==> config.mk <==
export PLATFORM = sky130hd
export DESIGN_NAME = daq_event_fifo
export DESIGN_NICKNAME = d
export VERILOG_FILES = /design/src/rtl/daq_pkg.sv /design/src/rtl/event_ram.sv /design/src/rtl/daq_event_fifo.sv
export SDC_FILE = /design/constraint.sdc
export NUM_CORES = 1
export LEC_CHECK = 0
export BUFFER_PORTS_ARGS = -buffer_cell sky130_fd_sc_hd__buf_4
export CELL_PAD_IN_SITES_DETAIL_PLACEMENT = 0
export CELL_PAD_IN_SITES_GLOBAL_PLACEMENT = 2
export CORE_MARGIN = 2
export CORE_UTILIZATION = 40
export CTS_BUF_LIST = sky130_fd_sc_hd__clkbuf_4
export DETAILED_ROUTE_END_ITERATION = 7
export PLACE_DENSITY = 0.74
export REMOVE_ABC_BUFFERS = 1
export SETUP_SLACK_MARGIN = 0.2
export SLEW_MARGIN = 25
export SYNTH_ARGS = -nofsm -noshare
export SYNTH_HDL_FRONTEND = slang
export SYNTH_SLANG_ARGS = --single-unit
export TNS_END_PERCENT = 30
==> constraint.sdc <==
create_clock -name clk -period 10.5 [get_ports clk]
set_clock_uncertainty 0.05 [all_clocks]
set_input_delay 1.05 -clock clk [delete_from_list [all_inputs] [get_ports clk]]
set_output_delay 1.05 -clock clk [all_outputs]
set_load 0.005 [all_outputs]
==> src/rtl/daq_pkg.sv <==
// Shared record layout for the DAQ event path: field widths, the packed
// event record and its conversion to/from the flat storage word.
package daq_pkg;

  localparam int N_CH = 2;
  localparam int N_T  = 32;
  localparam int N_P  = 12;
  localparam int N_A  = 20;
  localparam int W    = N_T + N_CH * (N_P + N_A);

  // Field order of the packed struct is the storage word layout, MSB first.
  typedef struct packed {
    logic [N_T-1:0]            time_ms;
    logic [N_CH-1:0][N_P-1:0]  peak;
    logic [N_CH-1:0][N_A-1:0]  area;
  } event_t;

  function automatic logic [W-1:0] pack_event(input event_t e);
    return e;
  endfunction

  function automatic event_t unpack_event(input logic [W-1:0] w);
    return event_t'(w);
  endfunction

endpackage

==> src/rtl/event_ram.sv <==
// Simple dual-port record store: synchronous write, asynchronous read,
// sized to map onto distributed RAM. Contents are deliberately not reset.
module event_ram #(
  parameter int W          = 96,
  parameter int DEPTH_LOG2 = 4
) (
  input  logic                  clk,
  input  logic                  we,
  input  logic [DEPTH_LOG2-1:0] waddr,
  input  logic [W-1:0]          wdata,
  input  logic [DEPTH_LOG2-1:0] raddr,
  output logic [W-1:0]          rdata
);

  logic [W-1:0] mem [2**DEPTH_LOG2];

  always_ff @(posedge clk) begin
    if (we) mem[waddr] <= wdata;
  end

  assign rdata = mem[raddr];

endmodule

==> src/rtl/daq_event_fifo.sv <==
// First-word-fall-through event buffer between DAQ and the UART printer.
// Full-buffer pushes are dropped and counted unless a pop frees a slot.
module daq_event_fifo #(
  parameter int N_CH       = daq_pkg::N_CH,
  parameter int N_T        = daq_pkg::N_T,
  parameter int N_P        = daq_pkg::N_P,
  parameter int N_A        = daq_pkg::N_A,
  parameter int DEPTH_LOG2 = 4,
  parameter int N_DROP     = 16
) (
  input  logic                  clk,
  input  logic                  reset,
  input  logic [N_T-1:0]        time_event,
  input  logic signed [N_P-1:0] A_peak_event [N_CH],
  input  logic signed [N_A-1:0] A_area_event [N_CH],
  input  logic                  DAQ_pulse,
  input  logic                  out_ready,
  output logic                  out_valid,
  output logic [N_T-1:0]        time_out,
  output logic signed [N_P-1:0] A_peak_out [N_CH],
  output logic signed [N_A-1:0] A_area_out [N_CH],
  output logic [DEPTH_LOG2:0]   count,
  output logic                  full,
  output logic                  empty,
  output logic [N_DROP-1:0]     dropped,
  output logic                  overflow,
  input  logic                  clear_overflow
);

  localparam int W      = N_T + N_CH * (N_P + N_A);
  localparam int PEAK_LO = N_CH * N_A;
  localparam logic [DEPTH_LOG2:0] DEPTH_C  = (DEPTH_LOG2 + 1)'(1) << DEPTH_LOG2;
  localparam logic [N_DROP-1:0]   DROP_MAX = '1;

  logic [DEPTH_LOG2-1:0] wr_ptr;
  logic [DEPTH_LOG2-1:0] rd_ptr;
  logic [W-1:0]          wr_word;
  logic [W-1:0]          rd_word;
  logic                  push;
  logic                  pop;
  logic                  drop;

  assign full      = (count == DEPTH_C);
  assign empty     = (count == '0);
  assign out_valid = !empty;
  assign pop       = out_valid && out_ready;
  // A pop in the same cycle frees the slot, so a full buffer still accepts.
  assign push      = DAQ_pulse && (!full || pop);
  assign drop      = DAQ_pulse && full && !pop;

  always_comb begin
    wr_word = '0;
    wr_word[W-1 -: N_T] = time_event;
    for (int i = 0; i < N_CH; i++) begin
      wr_word[PEAK_LO + i*N_P +: N_P] = A_peak_event[i];
      wr_word[i*N_A +: N_A]           = A_area_event[i];
    end
  end

  event_ram #(
    .W          (W),
    .DEPTH_LOG2 (DEPTH_LOG2)
  ) u_ram (
    .clk   (clk),
    .we    (push),
    .waddr (wr_ptr),
    .wdata (wr_word),
    .raddr (rd_ptr),
    .rdata (rd_word)
  );

  // Stale storage must never leak out, so the head is masked when empty.
  always_comb begin
    time_out = empty ? '0 : rd_word[W-1 -: N_T];
    for (int i = 0; i < N_CH; i++) begin
      A_peak_out[i] = empty ? '0 : signed'(rd_word[PEAK_LO + i*N_P +: N_P]);
      A_area_out[i] = empty ? '0 : signed'(rd_word[i*N_A +: N_A]);
    end
  end

  always_ff @(posedge clk or posedge reset) begin
    if (reset) begin
      wr_ptr <= '0;
      rd_ptr <= '0;
      count  <= '0;
    end else begin
      if (push) wr_ptr <= wr_ptr + 1'b1;
      if (pop)  rd_ptr <= rd_ptr + 1'b1;
      case ({push, pop})
        2'b10:   count <= count + 1'b1;
        2'b01:   count <= count - 1'b1;
        default: count <= count;
      endcase
    end
  end

  // Clearing takes priority over a drop landing in the same cycle.
  always_ff @(posedge clk or posedge reset) begin
    if (reset) begin
      dropped  <= '0;
      overflow <= 1'b0;
    end else if (clear_overflow) begin
      dropped  <= '0;
      overflow <= 1'b0;
    end else if (drop) begin
      overflow <= 1'b1;
      if (dropped != DROP_MAX) dropped <= dropped + 1'b1;
    end
  end

endmodule

# After elaboration in Yosys (flattened, before gate mapping)
# Memory sizes are Yosys's and may differ from the RTL's.
# Index checks and enable logic that the tools add are counted.
classes:
  add_sub_neg: 5
  n_eq_ne: 4
  n_mux: 13
  n_reduce_logical: 13
op_table:
  columns: ["cell", "n"]
  rows:
  - ["16-bit two-way mux", 3]
  - ["20-bit two-way mux", 2]
  - ["32-bit two-way mux", 1]
  - ["12-bit two-way mux", 2]
  - ["16-bit by 1-bit adder with 16-bit output, second input constant", 1]
  - ["16-bit inequality test, second input constant", 1]
  - ["5-bit case mux with 2 select lines", 1]
  - ["4-bit by 1-bit adder with 4-bit output, second input constant", 2]
  - ["2-bit nonzero test", 3]
  - ["5-bit by 1-bit adder with 5-bit output, second input constant", 1]
  - ["5-bit equality test, second input constant", 1]
  - ["5-bit logical NOT", 1]
  - ["5-bit by 1-bit subtractor with 5-bit output, second input constant", 1]
  - ["1-bit logical AND", 4]
  - ["1-bit two-way mux", 4]
  - ["1-bit logical NOT", 3]
  - ["2-bit by 1-bit equality test with 1-bit output, second input constant", 1]
  - ["2-bit equality test, second input constant", 1]
  - ["2-bit AND reduction", 1]
  - ["1-bit logical OR", 1]
word_totals:
  regBits: 30
  ram_bits: 1536
  in_bits: 101
  output_inout_bits: 121
  word_cells: 41
  memories: 1
mem_list:
  columns: ["memory", "depth", "word_bits", "read_ports", "rd_ports_with_merged_regs", "write_ports", "line", "text"]
  rows:
  - ["u_ram.mem", 16, 96, 1, 0, 1, "event_ram.sv:15", "logic [W-1:0] mem [2**DEPTH_LOG2];"]

# Longest topological paths before layout
# Gate-level depths: netlist of the first run.
logic_depth:
  word_depth: 7
  ltp_mapped: 12

# Cells and area by module
# A second synthesis of the first run with hierarchy kept.
hier_totals:
  cells_unflattened: 2651
  hier_area_um2: 59828.6
by_module_without_submodules:
  columns: ["mod", "n_inst", "cells_per_inst", "area_each_um2", "seq_area_each_um2"]
  rows:
  - ["event_ram", 1, 2364, 57433.8, 46124.2]
  - ["daq_event_fifo", 1, 287, 2394.8, 750.7]

# Worst setup path after synthesis of the first run
# Ideal clock, no wire load.
synth_path:
  path_type: "input to register"
  start: "input out_ready"
  end: "memory u_ram.mem[3][0], enable pin"
  setup_ns: 0.668
  t_arrival_ns: 8.347
  path_slack_ns: 1.435
  path_stages: 5
  path_buffers: 2
  cell_sequence: "clkbuf_1 -> o31a_1 -> clkbuf_1 -> nand2_1 -> nor3_1"
synth_via:
  elab_chain_cells: 5
synth_rtl:
  columns: ["element", "line", "text"]
  rows:
  - ["from (decl)", "daq_event_fifo.sv:17", "input logic out_ready,"]
  - ["1-bit logical AND", "daq_event_fifo.sv:46", "assign pop = out_valid && out_ready;"]
  - ["1-bit logical OR", "daq_event_fifo.sv:48", "assign push = DAQ_pulse && (!full || pop);"]
  - ["1-bit logical AND", "daq_event_fifo.sv:48", null]
  - ["1-bit two-way mux", "event_ram.sv:18", "if (we) mem[waddr] <= wdata;"]
  - ["1-bit two-way mux (not written as such)", "event_ram.sv:18", null]
  - ["to (decl)", "event_ram.sv:15", null]
# No other way between the ends.

==> summary.md, run 1 <==
| Metric | Value |
|---|---|
| Status | `finished, final reports clean` |
| Layout cell share with drive strength beyond 1 | `41.4%` |
| Final min period | `6.09 ns` |
| Classification of the worst-slack hold path | `in2reg` |
| Final count of pins violating max slew | `0` |
| P&R area growth vs syn | `17.1%` |
| Initial cell density of the core | `40.2%` |
| Cell types with the highest counts after synthesis | `1536 x edfxtp_1, 480 x mux4_2, 97 x and2_1` |
| EDFF count, synth | `1536` |
| Post-CTS Setup Repair Bufs | `0` |
| Static leakage power | `22.8 nW` |
| Critical path class | `reg2out` |
| Share of flip-flops with an asynchronous set or reset after synthesis | `1.92%` |
| Clock slew at reported path FFs | `0.06 ns` |
| Number of buffers added by the clock tree synthesis step | `409` |
| CTS root buffer | `clkbuf_4` |
| Highest ir drop seen on vdd | `0.215 mV` |
| Global-route congestion overflow total | `0` |
| Nets | `3226` |
| ANT nets after route | `0` |
| Total number of yosys warnings | `0` |
| Top_reg_cell synth | `edfxtp_1` |
| Overall track demand over capacity in global routing | `18.9%` |
| Die outline area | `153000 um2` |
| Unrepaired setup endpoints after global routing | `no` |
| Horiz. Die Dim | `391 um` |
| Total power density per cell area | `263 nW/um2` |
| Wire length of the first global-routing pass | `208000 um` |
| Cell area reported after detailed placement | `64300 um2` |
| Post-synthesis sequential area ratio | `78.0%` |
| Flip-flop and latch count after synthesis | `1566` |
| Weighted congestion reported at the end of routability-driven placement | `0.740` |
| Fraction of synthesized cell area taken by the top area cell type | `76.8%` |
| Flop2flop setup slack | `6.21 ns` |
| Max Fanout on Critical Path | `50` |
| DP Wirelength | `73900 um` |
| Post-synthesis instance total | `2443` |
| Critical path data arrival time | `4.99 ns` |
| First-iteration detailed-routing DRC count | `2529` |
| Final hold violation count | `0` |
| Share of the cycle needed by the critical path after routing | `58.0%` |
| Number of global-route vias before repair | `31307` |
| Core area | `149000 um2` |
| Transition at the pin with the smallest max-transition slack | `1.07 ns` |
| Routed length per instance | `26.5 um` |
| Die height | `391 um` |
| Synth unique cells | `44` |
| Final number of setup-violating endpoints | `0` |
| Clock insertion delay at the later pin of the skew report | `1.29 ns` |
| Worst slew margin relative to its limit | `28.5%` |
| Buffers from clock root to sink, at most | `4` |
| # placed instances | `4619` |
| DRC errors left | `0` |
| Total Routed Length | `143000 um` |
| Average vias per placed instance | `5.33` |
| Count of buffers inserted at the top-level ports | `221` |
| Kind of start point of the critical path | `flop` |
| Largest net degree at the start of global routing | `103` |
| Required time at the endpoint of the critical path | `9.40 ns` |
| CTS tree | `done` |
| Worst hold-check slack | `0.218 ns` |
| Most repeated cell in the gate-level netlist after synthesis | `edfxtp_1` |
| Number of standard-cell rows in the floorplan | `142` |
| Total Power | `18.5 mW` |
| Post-synth top area cell | `edfxtp_1` |
| Post-synthesis instance area | `60100 um2` |
| Post-route non-filler standard cell count | `5419` |
| H-tree Lvls | `5` |
| Sink count of the clock tree | `1566` |
| Critical Path End Type | `output port` |
| Post-route cell area | `70400 um2` |
| Via total after detailed routing | `28888` |
| DR pass1 iterations | `5` |
| Maximum capacitance violations | `0` |
| Upper clock frequency limit | `164 MHz` |
| Number of I/O pins | `222` |
| Top area cells in the synthesized netlist | `edfxtp_1 77%, mux4_2 18%, dfrtp_1 1.2%, and2_1 1.0%, clkbuf_1 0.44%` |
| Synth Area per Inst | `24.6 um2` |
| Antenna violations before repair | `19` |
## kinds of logic after synthesis
group	after synthesis	share of synthesized area [%]
adders and majority gates	8	0.167
muxes	484	18.1
AOI/OAI and AO/OA	24	0.273
xor gates and xnor gates	23	0.335
DFF	1566	78.0
and+or+nand+nor	201	1.93
buffers and inverters	137	1.18
## routing by layer
metal	wire length, um	vias to the layer above	GRT usage [%]	part of all wire (%)
li1	-	12116	-	-
met1	58000	15328	24.4	40
met2	72000	1205	31.0	50
met3	10600	225	5.22	7.4
met4	2770	14	6.06	1.9
met5	90	-	0	0.063
## critical path: stages (launching register included)
cell	delay, ns
dfrtp_4	0.64
buf_16	0.29
buf_6	0.59
buf_4	0.62
mux4_2	0.59
mux4_2	0.49
and2_1	0.19
buf_4	0.14
## final timing paths
check | startpoint | to | depth (start not counted)
max | rd_ptr[0] | A_peak_out[13] | 7
min in group asynchronous | reset | dropped[8] | 4
max in group asynchronous | reset | rd_ptr[0] | 4
min reg2reg | overflow | overflow | 2
max reg2reg | count[1] | u_ram.mem[11][52] | 6
min | out_ready | rd_ptr[0] | 3
## stage by stage
| step | util (%) | setup TNS [ns] | setup slack [ns] |
|---|---|---|---|
| 2_1_floorplan | - | -637.12 | -6.43 |
| 6_report | 47.1 | 0 | 4.41 |
| 4_1_cts | 47.0 | 0 | 3.63 |
| 5_1_grt | 47.1 | 0 | 4.00 |
| 3_5_place_dp | 43.0 | 0 | 5.12 |
| 3_3_place_gp | 43.0 | 0 | 5.17 |
## repair_timing
action | in CTS | in global routing
hold buffers | 99 | 0
resized for setup | 0 | 0
endpoints found under the hold margin | 1587 | 0
## power breakdown
group / internal, mW / total [mW] / switching, mW
combinational: 2.91 / 5.66 / 2.75
clock: 2.69 / 5.04 / 2.36
sequential: 7.51 / 7.78 / 0.278
## flip-flops by register name, summed over array words and instances (netlist names)
signal / cells
u_ram.mem: 1536
wr_ptr: 4
overflow: 1
dropped: 16
rd_ptr: 4
count: 5
## final cells by class
class | count | area, um2
clock buffer | 579 | 4350
fill | 12238 | 79100
clock inverter | 109 | 609
inverter | 8 | 30.0
timing repair buffer | 392 | 3340
tap | 2016 | 2520
sequential | 1566 | 46900
antenna | 9 | 22.5
multi-input combinational | 740 | 12600
## cells in the final DEF (no fill, tap or decap), types with 5 or more instances in the layout
cell type,instances
edfxtp_1,1536
clkbuf_4,579
mux4_2,480
buf_4,281
dlygate4sd3_1,99
and2_1,97
clkinv_1,86
dfrtp_1,26
nor2_1,22
xnor2_1,21
nand2_1,14
clkinv_2,13
nor2_4,12
nand3_1,11
nor3_1,10
diode_2,9
a21oi_1,8
ha_1,8
inv_1,7
bufinv_16,7
buf_12,6
nand4_1,5
o21ai_0,5
nand2b_1,5
Power figures use the tool's default switching activity.
==> run 2, diff against run 1 <==
--- a/config.mk
+++ b/config.mk
@@ -12,7 +12,7 @@
 export CORE_UTILIZATION = 40
 export CTS_BUF_LIST = sky130_fd_sc_hd__clkbuf_4
 export DETAILED_ROUTE_END_ITERATION = 7
-export PLACE_DENSITY = 0.74
+export PLACE_DENSITY = 0.77
 export REMOVE_ABC_BUFFERS = 1
 export SETUP_SLACK_MARGIN = 0.2
 export SLEW_MARGIN = 25
==> constraint.sdc (replaced) <==
create_clock -name clk -period 5.3 [get_ports clk]
set_clock_uncertainty 0.05 [all_clocks]
set_input_delay 0.53 -clock clk [delete_from_list [all_inputs] [get_ports clk]]
set_output_delay 0.53 -clock clk [all_outputs]
set_load 0.005 [all_outputs]
==> summary.md, run 2 (synthesized netlist as in run 1, its figures left out) <==
| Metric | Value |
|---|---|
| Critical Path End Type | `output port` |
| Worst slew margin relative to its limit | `29.9%` |
| Required time at the endpoint of the critical path | `4.72 ns` |
| Number of standard-cell rows in the floorplan | `142` |
| DR pass1 iterations | `7` |
| Number of global-route vias before repair | `31441` |
| Buffers from clock root to sink, at most | `4` |
| Number of gates resized after CTS | `0` |
| Total Routed Length | `143000 um` |
| Nets | `3328` |
| Layout cell share with drive strength beyond 1 | `40.4%` |
| Clock slew at reported path FFs | `0.07 ns` |
| Final number of setup-violating endpoints | `0` |
| DRC errors left | `0` |
| Routed length per instance | `26.0 um` |
| H-tree Lvls | `5` |
| Count of buffers inserted at the top-level ports | `221` |
| CTS tree | `done` |
| Clock insertion delay at the later pin of the skew report | `1.23 ns` |
| Kind of start point of the critical path | `flop` |
| Commonest cells after routing, fill and taps aside | `1536 x edfxtp_1, 572 x clkbuf_4, 480 x mux4_2, 259 x buf_4, 198 x dlygate4sd3_1` |
| Unrepaired setup endpoints after global routing | `no` |
| Total power density per cell area | `513 nW/um2` |
| Sum Neg Setup Slack | `0 ns` |
| Classification of the worst-slack hold path | `in2reg` |
| Flip-flop count of the largest register, all copies and words added | `1536` |
| Horiz. Die Dim | `391 um` |
| Initial cell density of the core | `40.2%` |
| Die outline area | `153000 um2` |
| Static leakage power | `23.2 nW` |
| Core area | `149000 um2` |
| Global-route congestion overflow total | `0` |
| P&R area growth vs syn | `19.2%` |
| Status | `finished, final reports clean` |
| Weighted congestion reported at the end of routability-driven placement | `0.722` |
| Wire length of the first global-routing pass | `208000 um` |
| Critical path class | `reg2out` |
| DP Wirelength | `71800 um` |
| Total Power | `36.7 mW` |
| Critical path data arrival time | `4.20 ns` |
| Register name with the most flops | `u_ram.mem` |
| Maximum capacitance violations | `0` |
| Number of I/O pins | `222` |
| CTS root buffer | `clkbuf_4` |
| Largest net degree at the start of global routing | `69` |
| Upper clock frequency limit | `209 MHz` |
| First-iteration detailed-routing DRC count | `2625` |
| Transition at the pin with the smallest max-transition slack | `1.05 ns` |
| Final hold violation count | `0` |
| Average vias per placed instance | `5.34` |
| Final min period | `4.78 ns` |
| Via total after detailed routing | `29378` |
| Overall track demand over capacity in global routing | `18.7%` |
| Antenna violations before repair | `10` |
| Post-cts hold buffer count | `198` |
| Filler cell count | `12208` |
| Share of the cycle needed by the critical path after routing | `90.3%` |
| Registers with the most flip-flops | `u_ram.mem x1536, dropped x16, count x5` |
| Highest ir drop seen on vdd | `0.345 mV` |
| Max Fanout on Critical Path | `49` |
| Most common cell after layout, fill and taps aside | `edfxtp_1` |
| Post-CTS Setup Repair Bufs | `0` |
| Die height | `391 um` |
| Sink count of the clock tree | `1566` |
| Final count of pins violating max slew | `0` |
| Number of buffers added by the clock tree synthesis step | `408` |
| ANT nets after route | `0` |
run 2: changes by cell type in the layout (fill, tap and decap cells not counted), sizes merged:
cell	previous run	this run
dlygate4sd3	99	198
inv	11	10
clkinv	99	86
bufinv	7	6
clkbuf	579	572
buf	293	297
run 2: layout make-up:
class                           instances  area [um2]  area share (%)
Multi-Input combinational cell        740       12600            17.6
Inverter                                8        30.0          0.0420
Tap cell                             2016        2520            3.52
Timing Repair Buffer                  495        4680            6.54
Clock buffer                          572        4290            6.00
Clock inverter                         94         536           0.748
Antenna cell                            9        22.5          0.0315
Sequential cell                      1566       46900            65.5
run 2: metrics by stage:
stage	instance area, um2	hold slack [ns]	cells	worst slack [ns]	util (%)
floorplan	59400	0.455	2314	-11.11	-
global placement	64700	0.459	4625	1.66	43.3
detailed placement	64700	0.469	4627	1.65	43.3
CTS	71500	0.00531	5491	0.285	47.9
global route	71600	0.0538	5499	0.215	47.9
finish	71600	0.153	5500	0.515	47.9
run 2: path summary, 6_finish.rpt:
path                             startpoint               end  slack [ns]  cells after the start
min reg2reg                        overflow          overflow        0.47                      2
max                               rd_ptr[0]    A_area_out[29]        0.52                      5
min in group asynchronous             reset          count[3]        0.48                      5
max reg2reg                        count[1]  u_ram.mem[4][84]        1.90                      6
min                        A_area_event[24]   u_ram.mem[2][4]        0.15                      2
max in group asynchronous             reset         rd_ptr[0]        4.33                      5
run 2: critical path, cell delays in order (launching register included):
cell	delay [ns]
dfrtp_4	1.01
buf_12	0.42
mux4_2	0.55
mux4_2	0.60
and2_1	0.24
buf_4	0.14
run 2: metal layers:
layer	global-route usage (%)	share of wire, %	vias to the layer above
met3	4.15	6.5	229
met2	29.9	49	1107
met5	0	0.036	-
li1	-	-	12301
met1	25.7	42	15733
met4	6.21	1.8	8
run 2: power by group:
| part | internal [mW] | switching (mW) |
|---|---|---|
| logic | 5.99 | 5.41 |
| registers | 14.9 | 0.646 |
| clock network | 5.20 | 4.59 |
